[config.mk]
export PLATFORM = sky130hd
export DESIGN_NAME = data_addr_unit_flat
export DESIGN_NICKNAME = d
export VERILOG_FILES = /design/src/rtl/data_addr_unit_if.sv /design/src/rtl/data_addr_unit.sv /design/src/flat_wrapper.sv
export SDC_FILE = /design/constraint.sdc
export NUM_CORES = 1
export LEC_CHECK = 0
export ABC_AREA = 1
export BUFFER_PORTS_ARGS = -buffer_cell sky130_fd_sc_hd__buf_2
export CORE_AREA = 2 2 62 49
export CTS_CLUSTER_DIAMETER = 200
export DETAILED_ROUTE_END_ITERATION = 8
export DIE_AREA = 0 0 64 51
export MAX_ROUTING_LAYER = met4
export PLACE_DENSITY = 0.76
export RECOVER_POWER = 50
export SKIP_LAST_GASP = 1
export SYNTH_ARGS = -nofsm -noshare
export SYNTH_HDL_FRONTEND = slang
export SYNTH_SLANG_ARGS = --single-unit
[constraint.sdc]
create_clock -name clk -period 2.25 [get_ports clk]
set_input_delay 0.675 -clock clk [delete_from_list [all_inputs] [get_ports clk]]
set_output_delay 0.675 -clock clk [all_outputs]
set_load 0.005 [all_outputs]
[src/rtl/data_addr_unit_if.sv]
// data_addr_unit_if -- memory-side burst bus of the data address unit.
//   burst_start / burst_len : burst request from the controller
//   ready                   : memory accepts the current beat
//   mem_addr                : address presented to memory
//   valid / busy / done     : beat present / burst running / burst finished pulse
// master: the address unit; slave: the controller/memory side.
interface data_addr_unit_if #(
  parameter int unsigned AW = 9,
  parameter int unsigned CW = 4
);
  logic          burst_start;
  logic [CW-1:0] burst_len;
  logic          ready;
  logic [AW-1:0] mem_addr;
  logic          valid;
  logic          busy;
  logic          done;

  modport master (
    input  burst_start, burst_len, ready,
    output mem_addr, valid, busy, done
  );

  modport slave (
    output burst_start, burst_len, ready,
    input  mem_addr, valid, busy, done
  );
endinterface

[src/rtl/data_addr_unit.sv]
// data_addr_unit -- data address register with stride auto-increment, wrap
// at LIMIT, a handshaked burst mode and the PC/data memory address mux.
//   clk, reset_n   : clock, asynchronous active-low reset
//   load_addr      : load data address from datapath_out
//   datapath_out   : new address value
//   inc_addr       : single-step increment by STRIDE (IDLE only)
//   pc_in          : program counter address
//   addr_sel       : 1 = mem_addr shows data address, 0 = pc_in (outside bursts)
//   bus (master)   : burst_start/burst_len/ready in, mem_addr/valid/busy/done out
//   data_addr_out  : current data address register
module data_addr_unit #(
  parameter int unsigned AW     = 9,
  parameter int unsigned CW     = 4,
  parameter int unsigned STRIDE = 1,
  parameter int unsigned LIMIT  = (1 << AW) - 1
) (
  input  logic                   clk,
  input  logic                   reset_n,
  input  logic                   load_addr,
  input  logic [AW-1:0]          datapath_out,
  input  logic                   inc_addr,
  input  logic [AW-1:0]          pc_in,
  input  logic                   addr_sel,
  data_addr_unit_if.master       bus,
  output logic [AW-1:0]          data_addr_out
);

  typedef enum logic [1:0] {S_IDLE, S_BURST, S_DONE} state_t;

  localparam logic [AW:0] LP_STRIDE = (AW+1)'(STRIDE);
  localparam logic [AW:0] LP_LIMIT  = (AW+1)'(LIMIT);
  localparam logic [AW:0] LP_SPAN   = (AW+1)'(LIMIT + 1);

  state_t        r_state, w_state_nxt;
  logic [AW-1:0] r_addr;
  logic [CW-1:0] r_cnt;
  logic [AW:0]   w_sum;
  logic [AW:0]   w_wrap;
  logic [AW-1:0] w_next;

  // Increment is done one bit wider so a carry out of AW bits still compares
  // correctly against LIMIT before wrapping.
  assign w_sum  = {1'b0, r_addr} + LP_STRIDE;
  assign w_wrap = w_sum - LP_SPAN;
  assign w_next = (w_sum > LP_LIMIT) ? w_wrap[AW-1:0] : w_sum[AW-1:0];

  always_ff @(posedge clk or negedge reset_n) begin
    if (!reset_n) r_state <= S_IDLE;
    else          r_state <= w_state_nxt;
  end

  always_comb begin
    w_state_nxt = r_state;
    case (r_state)
      S_IDLE:  if (bus.burst_start)
                 w_state_nxt = (bus.burst_len != '0) ? S_BURST : S_DONE;
      S_BURST: if (bus.ready && r_cnt == CW'(1)) w_state_nxt = S_DONE;
      S_DONE:  w_state_nxt = S_IDLE;
      default: w_state_nxt = S_IDLE;
    endcase
  end

  always_ff @(posedge clk or negedge reset_n) begin
    if (!reset_n) begin
      r_addr <= '0;
      r_cnt  <= '0;
    end else begin
      case (r_state)
        S_IDLE: begin
          // Load/increment and burst capture happen together, so a burst
          // starts from the freshly loaded or incremented address.
          if (load_addr)     r_addr <= datapath_out;
          else if (inc_addr) r_addr <= w_next;
          if (bus.burst_start && bus.burst_len != '0) r_cnt <= bus.burst_len;
        end
        S_BURST: begin
          if (bus.ready) begin
            r_addr <= w_next;
            r_cnt  <= r_cnt - CW'(1);
          end
        end
        default: ;
      endcase
    end
  end

  always_comb begin
    bus.valid    = (r_state == S_BURST);
    bus.busy     = (r_state == S_BURST);
    bus.done     = (r_state == S_DONE);
    bus.mem_addr = ((r_state == S_BURST) || addr_sel) ? r_addr : pc_in;
  end

  assign data_addr_out = r_addr;

endmodule
[src/flat_wrapper.sv]
// flat-port wrapper written by rule: the top's interface ports become plain ports
module data_addr_unit_flat 
#(
  parameter int unsigned AW     = 9,
  parameter int unsigned CW     = 4,
  parameter int unsigned STRIDE = 1,
  parameter int unsigned LIMIT  = (1 << AW) - 1
)
  (clk, reset_n, load_addr, datapath_out, inc_addr, pc_in, addr_sel, data_addr_out, bus_burst_start, bus_burst_len, bus_ready, bus_mem_addr, bus_valid, bus_busy, bus_done);
  data_addr_unit_if #(.AW(AW), .CW(CW)) bus_i ();
  input  logic clk;
  input  logic reset_n;
  input  logic load_addr;
  input  logic [AW-1:0] datapath_out;
  input  logic inc_addr;
  input  logic [AW-1:0] pc_in;
  input  logic addr_sel;
  output logic [AW-1:0] data_addr_out;
  input wire logic [$bits(bus_i.burst_start)-1:0] bus_burst_start;
  input wire logic [$bits(bus_i.burst_len)-1:0] bus_burst_len;
  input wire logic [$bits(bus_i.ready)-1:0] bus_ready;
  output wire logic [$bits(bus_i.mem_addr)-1:0] bus_mem_addr;
  output wire logic [$bits(bus_i.valid)-1:0] bus_valid;
  output wire logic [$bits(bus_i.busy)-1:0] bus_busy;
  output wire logic [$bits(bus_i.done)-1:0] bus_done;
  assign bus_i.burst_start = bus_burst_start;
  assign bus_i.burst_len = bus_burst_len;
  assign bus_i.ready = bus_ready;
  assign bus_mem_addr = bus_i.mem_addr;
  assign bus_valid = bus_i.valid;
  assign bus_busy = bus_i.busy;
  assign bus_done = bus_i.done;
  data_addr_unit #(.AW(AW), .CW(CW), .STRIDE(STRIDE), .LIMIT(LIMIT)) u_core (.clk(clk), .reset_n(reset_n), .load_addr(load_addr), .datapath_out(datapath_out), .inc_addr(inc_addr), .pc_in(pc_in), .addr_sel(addr_sel), .bus(bus_i), .data_addr_out(data_addr_out));
endmodule
Word level (Yosys, flattened, before mapping). Cells that the tools add are included. Widths: inputs -> output; s select.

$add $sub $neg: 3. $mul: 0. Divide/modulo/power cells: 0. Order comparisons: 1. Equality and inequality tests: 8. Shift-type cells: 0. Muxes and demuxes: 13. Bitwise gates (word level): 0. Reduce and logical (&&, ||, !) cells: 9.

Operator list (count): $mux 9 (5); $pmux 9 s2 (1); $add 9x1->10 const B (1); $gt 10x9->1 const B (1); $sub 9x1->9 const B (1); $mux 4 (2); $pmux 4 s2 (1); $mux 2 (3); $reduce_and 3->1 (2); $eq 4x1->1 const B (1); $ne 2x1->1 const B (2); $ne 2x2->1 const B (2); $pmux 2 s2 (1); $reduce_bool 4->1 (1); $sub 4x1->4 const B (1); $ne 3x3->1 const B (1); $eq 2x1->1 const B (1); $eq 2x2->1 const B (1); $logic_and 1x1->1 (2); $logic_not 2->1 (1); $reduce_and 2->1 (1); $reduce_bool 2->1 (1); $logic_or 1x1->1 (1).

Register bits after elaboration: 15. Latch bits: 0. Bits in writable memories: 0. Memory bits (read-only): 0. Input bits: 29. Memories: 0.

Depth between registers and ports, before layout. Gate-level depths: netlist (run 1).

Depth after elaboration: 6. Gate-level depth with buffers: 8.

Least setup slack after synthesis (run 1). OpenSTA, ideal clock, no wires.

Kind: input to output. Start: in addr_sel. End: out bus_mem_addr[0]. Arrival: 1300 ps. Required time: 1575 ps. Slack: 275 ps. Cell stages on the path: 4. Cells stage by stage: or2_1 > buf_6 > buf_12 > a21oi_2.

Cells in the longest elaborated chain, start to end: 2.

RTL lines: start, declared (line flat_wrapper.sv:17) `input logic addr_sel;`; $logic_or 1x1->1 (line data_addr_unit.sv:91) `bus.mem_addr = ((r_state == S_BURST) || addr_sel) ? r_addr : pc_in;`; $mux 9 (line data_addr_unit.sv:91); end, declared (line flat_wrapper.sv:22) `output wire logic [$bits(bus_i.mem_addr)-1:0] bus_mem_addr;`.

Every way passes these cells.

Final worst setup path (run 1).
Start: reg u_core.r_state[1]. End: out bus_mem_addr[5].

Cells in the longest elaborated chain, start to end: 3.

RTL lines: start, declared (line data_addr_unit.sv:34) `state_t r_state, w_state_nxt;`; start signal, assigned (line data_addr_unit.sv:49) `else r_state <= w_state_nxt;`; $eq 2x1->1 (line data_addr_unit.sv:91); $logic_or 1x1->1 (line data_addr_unit.sv:91); $mux 9 (line data_addr_unit.sv:91).

Every way passes these cells.

==> results_dict.tcl, run 1 <==
set metrics [dict create \
    synth.avg_cell_area_sq_um 6.32 \
    ys_ff_latch 15 \
    tightest_slew_ps 826 \
    status "finished clean" \
    cp.arrival_ps 1530 \
    io_pins 50 \
    hold_violations 0 \
    numCtsBuffers 3 \
    ys_types 20 \
    fmax_mhz 454 \
    max-cap-violations 0 \
    rows 17 \
    clock_skew_ps 10.9 \
    antenna_found_initial 0 \
    root_buffer "clkbuf_4" \
    place_ws_ps 57.1 \
    vias 1303 \
    power_per_cell_area_nw_per_um2 1320 \
    syn_area_sq_um 1190 \
    nNetsFinal 277 \
    die_area_sq_um 3260 \
    area_growth_pct 30.9 \
    criticalPathCategory "register to primary output" \
    cp-start-kind "register" \
    wl_um 2920 \
    hold-worst-slack_ps 448 \
    relSlewSlack 0.449 \
    clk_pin_slew_ps 90 \
    core_area_sq_um 2740 \
    h-tree-depth 1 \
    utilization 0.566 \
    drcViolationCount 0 \
    cp_top_family "simple AND/OR/NAND/NOR gates" \
    end_kind "primary output" \
    grt_overflow_total 0 \
    place_congestion 0.821 \
    drtPass1Iterations 4 \
    ant_nets 0 \
    tritoncts "done" \
    hpwl_um 2160 \
    crit_buf_inv 4 \
    slowest_delay_ps 380 \
    ys_seq_area_frac 0.316 \
    wl_per_cell_um 10.4 \
    min_path_type "primary input to asynchronous set/reset pin" \
    timing.setup.tns_ps 0 \
    drv_slew 0 \
    finalPower_mw 2.05 \
    insertion_delay_ps 290 \
    via_per_inst 4.62 \
    cp_max_fo 9 \
    cp_slowest_cell "dfrtp_1" \
    fp.dieH_um 51 \
    synth.net_count 220 \
    irDropWorstVdd_uv 498 \
    diodes 0 \
    grtUsageTotal 0.183 \
    initial_core_util 0.433 \
    cts_num_sinks 15 \
    critPathRequiredTime_ps 1570 \
    finalCriticalPeriod_ps 2200 \
    drive_above_1_share 0.311 \
    fin_ws_ps 48.5 \
    port_buffers 49 \
    cp_cell_sequence "inv_2 > nand2_4 > inv_4 > or2_4 > buf_12 > nor2_2 > a21oi_2 > buf_2" \
    setup_viol 0 \
    synth_cells 188 \
    rsz0062_at_grt "yes" \
    yosysWarnings 0 \
    cts_buffer_depth 2 \
    grt_pass1_vias 1089 \
    leakage_nw 0.866 \
    fin_crit_sh 0.978 \
    grt_pass1_wl_um 4640 \
    die_x_um 64 \
    drt-initial-drc-count 76 \
    grt_max_degree 19 \
]
[synthesized netlist by cell type, drive strengths merged]
cell	number	area [sq um]
a21oi	8	66.3
buf	5	48.8
dfrtp	15	375
ha	3	37.5
inv	22	85.1
nand2	61	239
nand3	16	80.1
nor2	37	139
o21ai	18	97.6
or2	3	18.8
[path summary, 6_finish.rpt]
kind                                                       end  cells past startpoint                           startpoint  slack, ps
min                        u_core.data_addr_out[8]$_DFFE_PN0P_                      1                              reset_n        450
max in group asynchronous        u_core.r_state[0]$_DFFE_PN0P_                      1                              reset_n       1220
min in group clk           u_core.data_addr_out[8]$_DFFE_PN0P_                      2  u_core.data_addr_out[8]$_DFFE_PN0P_        530
max reg2reg                u_core.data_addr_out[3]$_DFFE_PN0P_                      8        u_core.r_state[0]$_DFFE_PN0P_        790
min reg2reg                u_core.data_addr_out[8]$_DFFE_PN0P_                      2  u_core.data_addr_out[8]$_DFFE_PN0P_        530
max                                            bus_mem_addr[5]                      8        u_core.r_state[1]$_DFFE_PN0P_         50
[cells in the final DEF, fill, tap and decap left out]
cell type,netlist,routed
o21ai_2,2,2
or2_2,2,2
ha_1,3,3
or2_4,0,1
nor2_1,37,35
o21ai_0,16,16
nand2_2,1,1
clkbuf_16,0,1
nand2_1,59,59
nand3_1,16,16
buf_2,2,47
buf_4,1,4
nor2_2,0,2
buf_6,1,1
nand2_4,1,1
clkbuf_1,0,4
inv_4,1,1
inv_1,20,20
inv_2,1,1
a21oi_1,1,1
a21oi_2,7,7
clkbuf_4,0,3
dfrtp_1,15,14
buf_12,1,1
dfrtp_2,0,1
[what timing repair did]
item	4_1_cts	5_1_grt
hold buffers	0	0
setup buffers	3	1
pin swaps	1	1
setup endpoints to repair	9	7
resized for setup	2	2
hold endpoints to repair	0	0
gates cloned	0	2
[cell families after synthesis]
group           share of synthesized area
simple gates                        0.401
buf+inv                             0.113
fa+ha+maj                          0.0316
flops                               0.316
compound gates                      0.138
[flip-flops by register name, indices dropped and copies added, names as in the netlist]
signal and cells:
u_core.data_addr_out 9, u_core.r_cnt 4, u_core.r_state 2
[where the power goes]
part | leakage, nW | total (mW) | switching (mW) | internal (mW)
clock | 0.0150 | 0.154 | 0.0853 | 0.0689
combinational | 0.670 | 1.33 | 0.751 | 0.579
sequential | 0.181 | 0.567 | 0.156 | 0.411
[cell type report]
cell class | instances | area [sq um]
Fill cell | 273 | 1190
Tap cell | 38 | 47.5
Sequential cell | 15 | 377
Multi-Input combinational cell | 146 | 686
Timing Repair Buffer | 57 | 333
Clock buffer | 4 | 26.3
Inverter | 22 | 85.1
[metal layers]
metal	up-vias	track usage	routed length, um
met5	-	-	0
met4	0	0.0399	7
met3	2	0.0308	162
met2	40	0.271	1250
met1	561	0.263	1500
li1	700	-	-
[per-stage QoR]
stage,instances,cell area [sq um]
detailed placement,272,1460
global placement,272,1460
global route,282,1550
finish,282,1550
CTS,279,1510
floorplan,188,1190
Note: power is estimated with default switching activity, not from simulation.
==> run 2, diff against run 1 <==
--- a/config.mk
+++ b/config.mk
@@ -7,12 +7,12 @@
 export LEC_CHECK = 0
 export ABC_AREA = 1
 export BUFFER_PORTS_ARGS = -buffer_cell sky130_fd_sc_hd__buf_2
-export CORE_AREA = 2 2 62 49
+export CORE_AREA = 2 2 64 51
 export CTS_CLUSTER_DIAMETER = 200
 export DETAILED_ROUTE_END_ITERATION = 8
-export DIE_AREA = 0 0 64 51
+export DIE_AREA = 0 0 66 53
 export MAX_ROUTING_LAYER = met4
-export PLACE_DENSITY = 0.76
+export PLACE_DENSITY = 0.74
 export RECOVER_POWER = 50
 export SKIP_LAST_GASP = 1
 export SYNTH_ARGS = -nofsm -noshare
==> constraint.sdc (replaced) <==
create_clock -name clk -period 1.9 [get_ports clk]
set_input_delay 0.57 -clock clk [delete_from_list [all_inputs] [get_ports clk]]
set_output_delay 0.57 -clock clk [all_outputs]
set_load 0.005 [all_outputs]
==> results_dict.tcl, run 2 (synthesis results as in run 1) <==
set metrics [dict create \
    hold_violations 0 \
    largest_register_ffs 9 \
    timing.setup.tns_ps -989 \
    intPower_mw 1.35 \
    h-tree-depth 1 \
    vias 1289 \
    irDropWorstVdd_uv 678 \
    status "complete, but fails checks" \
    grt_max_degree 19 \
    initial_core_util 0.417 \
    power_per_cell_area_nw_per_um2 1580 \
    clock_skew_ps 0.916 \
    rows 17 \
    grt_pass1_wl_um 4640 \
    die_area_sq_um 3500 \
    tightest_slew_ps 823 \
    io_pins 50 \
    global_route.peak_usage_layer "met2" \
    grt_pass1_vias 1030 \
    place_area_sq_um 1470 \
    seq_power_share 0.262 \
    numCtsBuffers 3 \
    use_met2 0.279 \
    cp_max_fo 5 \
    drive_above_1_share 0.331 \
    crit_buf_inv 4 \
    final_common_cell "nand2_1" \
    hold-worst-slack_ps 397 \
    grtUsageTotal 0.179 \
    antenna_found_initial 0 \
    drcViolationCount 0 \
    drv_slew 0 \
    wl_um 2940 \
    clockPowerShare 0.100 \
    critPathRequiredTime_ps 1330 \
    cp_cell_sequence "inv_2 > nand2_4 > inv_4 > or2_4 > clkbuf_16 > a21oi_2 > buf_2" \
    die_x_um 66 \
    fin_crit_sh 1.06 \
    min_path_type "primary input to asynchronous set/reset pin" \
    nNetsFinal 278 \
    root_buffer "clkbuf_8" \
    cp_top_family "buffers and inverters" \
    utilization 0.563 \
    cts_num_sinks 15 \
    leakage_nw 0.880 \
    rsz0062_at_grt "yes" \
    fin_ws_ps -119 \
    diodes 0 \
    ant_nets 0 \
    grt_overflow_total 0 \
    cts_buffer_depth 2 \
    slowest_delay_ps 370 \
    setup_viol 9 \
    insertion_delay_ps 240 \
    hpwl_um 2240 \
    fmax_mhz 495 \
    fin_area_sq_um 1600 \
    violations "negative setup slack" \
    place_congestion 0.804 \
    cp.arrival_ps 1450 \
    drtPass1Iterations 4 \
    area_growth_pct 35.1 \
    grtUsageMet3 0.0340 \
    layout_common_cells "nand2_1 (59), buf_2 (46), nor2_1 (30), inv_1 (20)" \
    p_comb_frac 0.638 \
    clk_pin_slew_ps 60 \
    finalPower_mw 2.54 \
    swShare 0.469 \
    drt-initial-drc-count 53 \
    p_sw_mw 1.19 \
    fp.dieH_um 53 \
    relSlewSlack 0.451 \
    grt_use_met1 0.244 \
    core_area_sq_um 2850 \
    finalCriticalPeriod_ps 2020 \
    max-cap-violations 0 \
    via_per_inst 4.55 \
    criticalPathCategory "register to primary output" \
    wl_per_cell_um 10.4 \
    cp_slowest_cell "dfrtp_1" \
    end_kind "primary output" \
    port_buffers 49 \
    tritoncts "done" \
    cp-start-kind "register" \
]
[run 2: changes by cell type in the layout (fill, tap and decap cells not counted), sizes merged]
cell	previous run	this run
buf	53	54
[run 2: power groups by stage]
stage	Clock [mW]	Sequential, mW	Combinational, mW
global route	0.282	0.693	1.85
detailed placement	0	0.675	1.49
floorplan	0	0.653	1.03
CTS	0.261	0.661	1.55
global placement	0	0.670	1.47
finish	0.253	0.665	1.62
[run 2: metal layers]
metal	routed length, um	part of all wire	vias to the layer above
met1	1520	0.52	542
met2	1210	0.41	43
met5	0	0	-
met3	189	0.064	2
met4	19	0.0065	0
li1	-	-	702
[run 2: area by class of cell]
class	instances	area, sq um
well taps	38	47.5
clock buffers	4	45.0
flip-flops and latches	15	375
fillers	301	1250
inverters	22	85.1
repair buffers	58	343
multi-input cells	146	708
[run 2: worst reg2reg max path: cells and delay by family (launching register included)]
family | cells | cell delay [ps]
flip-flops | 1 | 410
buffers and inverters | 2 | 360
AND/OR/NAND/NOR | 6 | 650
[run 2: path summary, 6_finish.rpt]
path	cells past startpoint	slack [ps]	startpoint	end
max in group asynchronous	1	990	reset_n	u_core.data_addr_out[8]$_DFFE_PN0P_
min in group clk	2	530	u_core.r_cnt[3]$_DFFE_PN0P_	u_core.r_cnt[3]$_DFFE_PN0P_
min reg2reg	2	530	u_core.r_cnt[3]$_DFFE_PN0P_	u_core.r_cnt[3]$_DFFE_PN0P_
max reg2reg	8	380	u_core.r_state[0]$_DFFE_PN0P_	u_core.data_addr_out[5]$_DFFE_PN0P_
max	7	-120	u_core.r_state[1]$_DFFE_PN0P_	bus_mem_addr[8]
min	1	400	reset_n	u_core.r_state[1]$_DFFE_PN0P_
[run 2: repair_timing]
item	CTS	global route
resized for setup	7	3
hold buffers	0	0
setup endpoints to repair	9	9
gates cloned	0	2
endpoints found under the hold margin	0	0
setup buffers	2	1
[run 2: through the flow]
stage | cells | setup WS, ps
global placement | 274 | -12.7
floorplan | 188 | 124
global route | 283 | -167
CTS | 280 | -111
detailed placement | 274 | -32.8
finish | 283 | -119
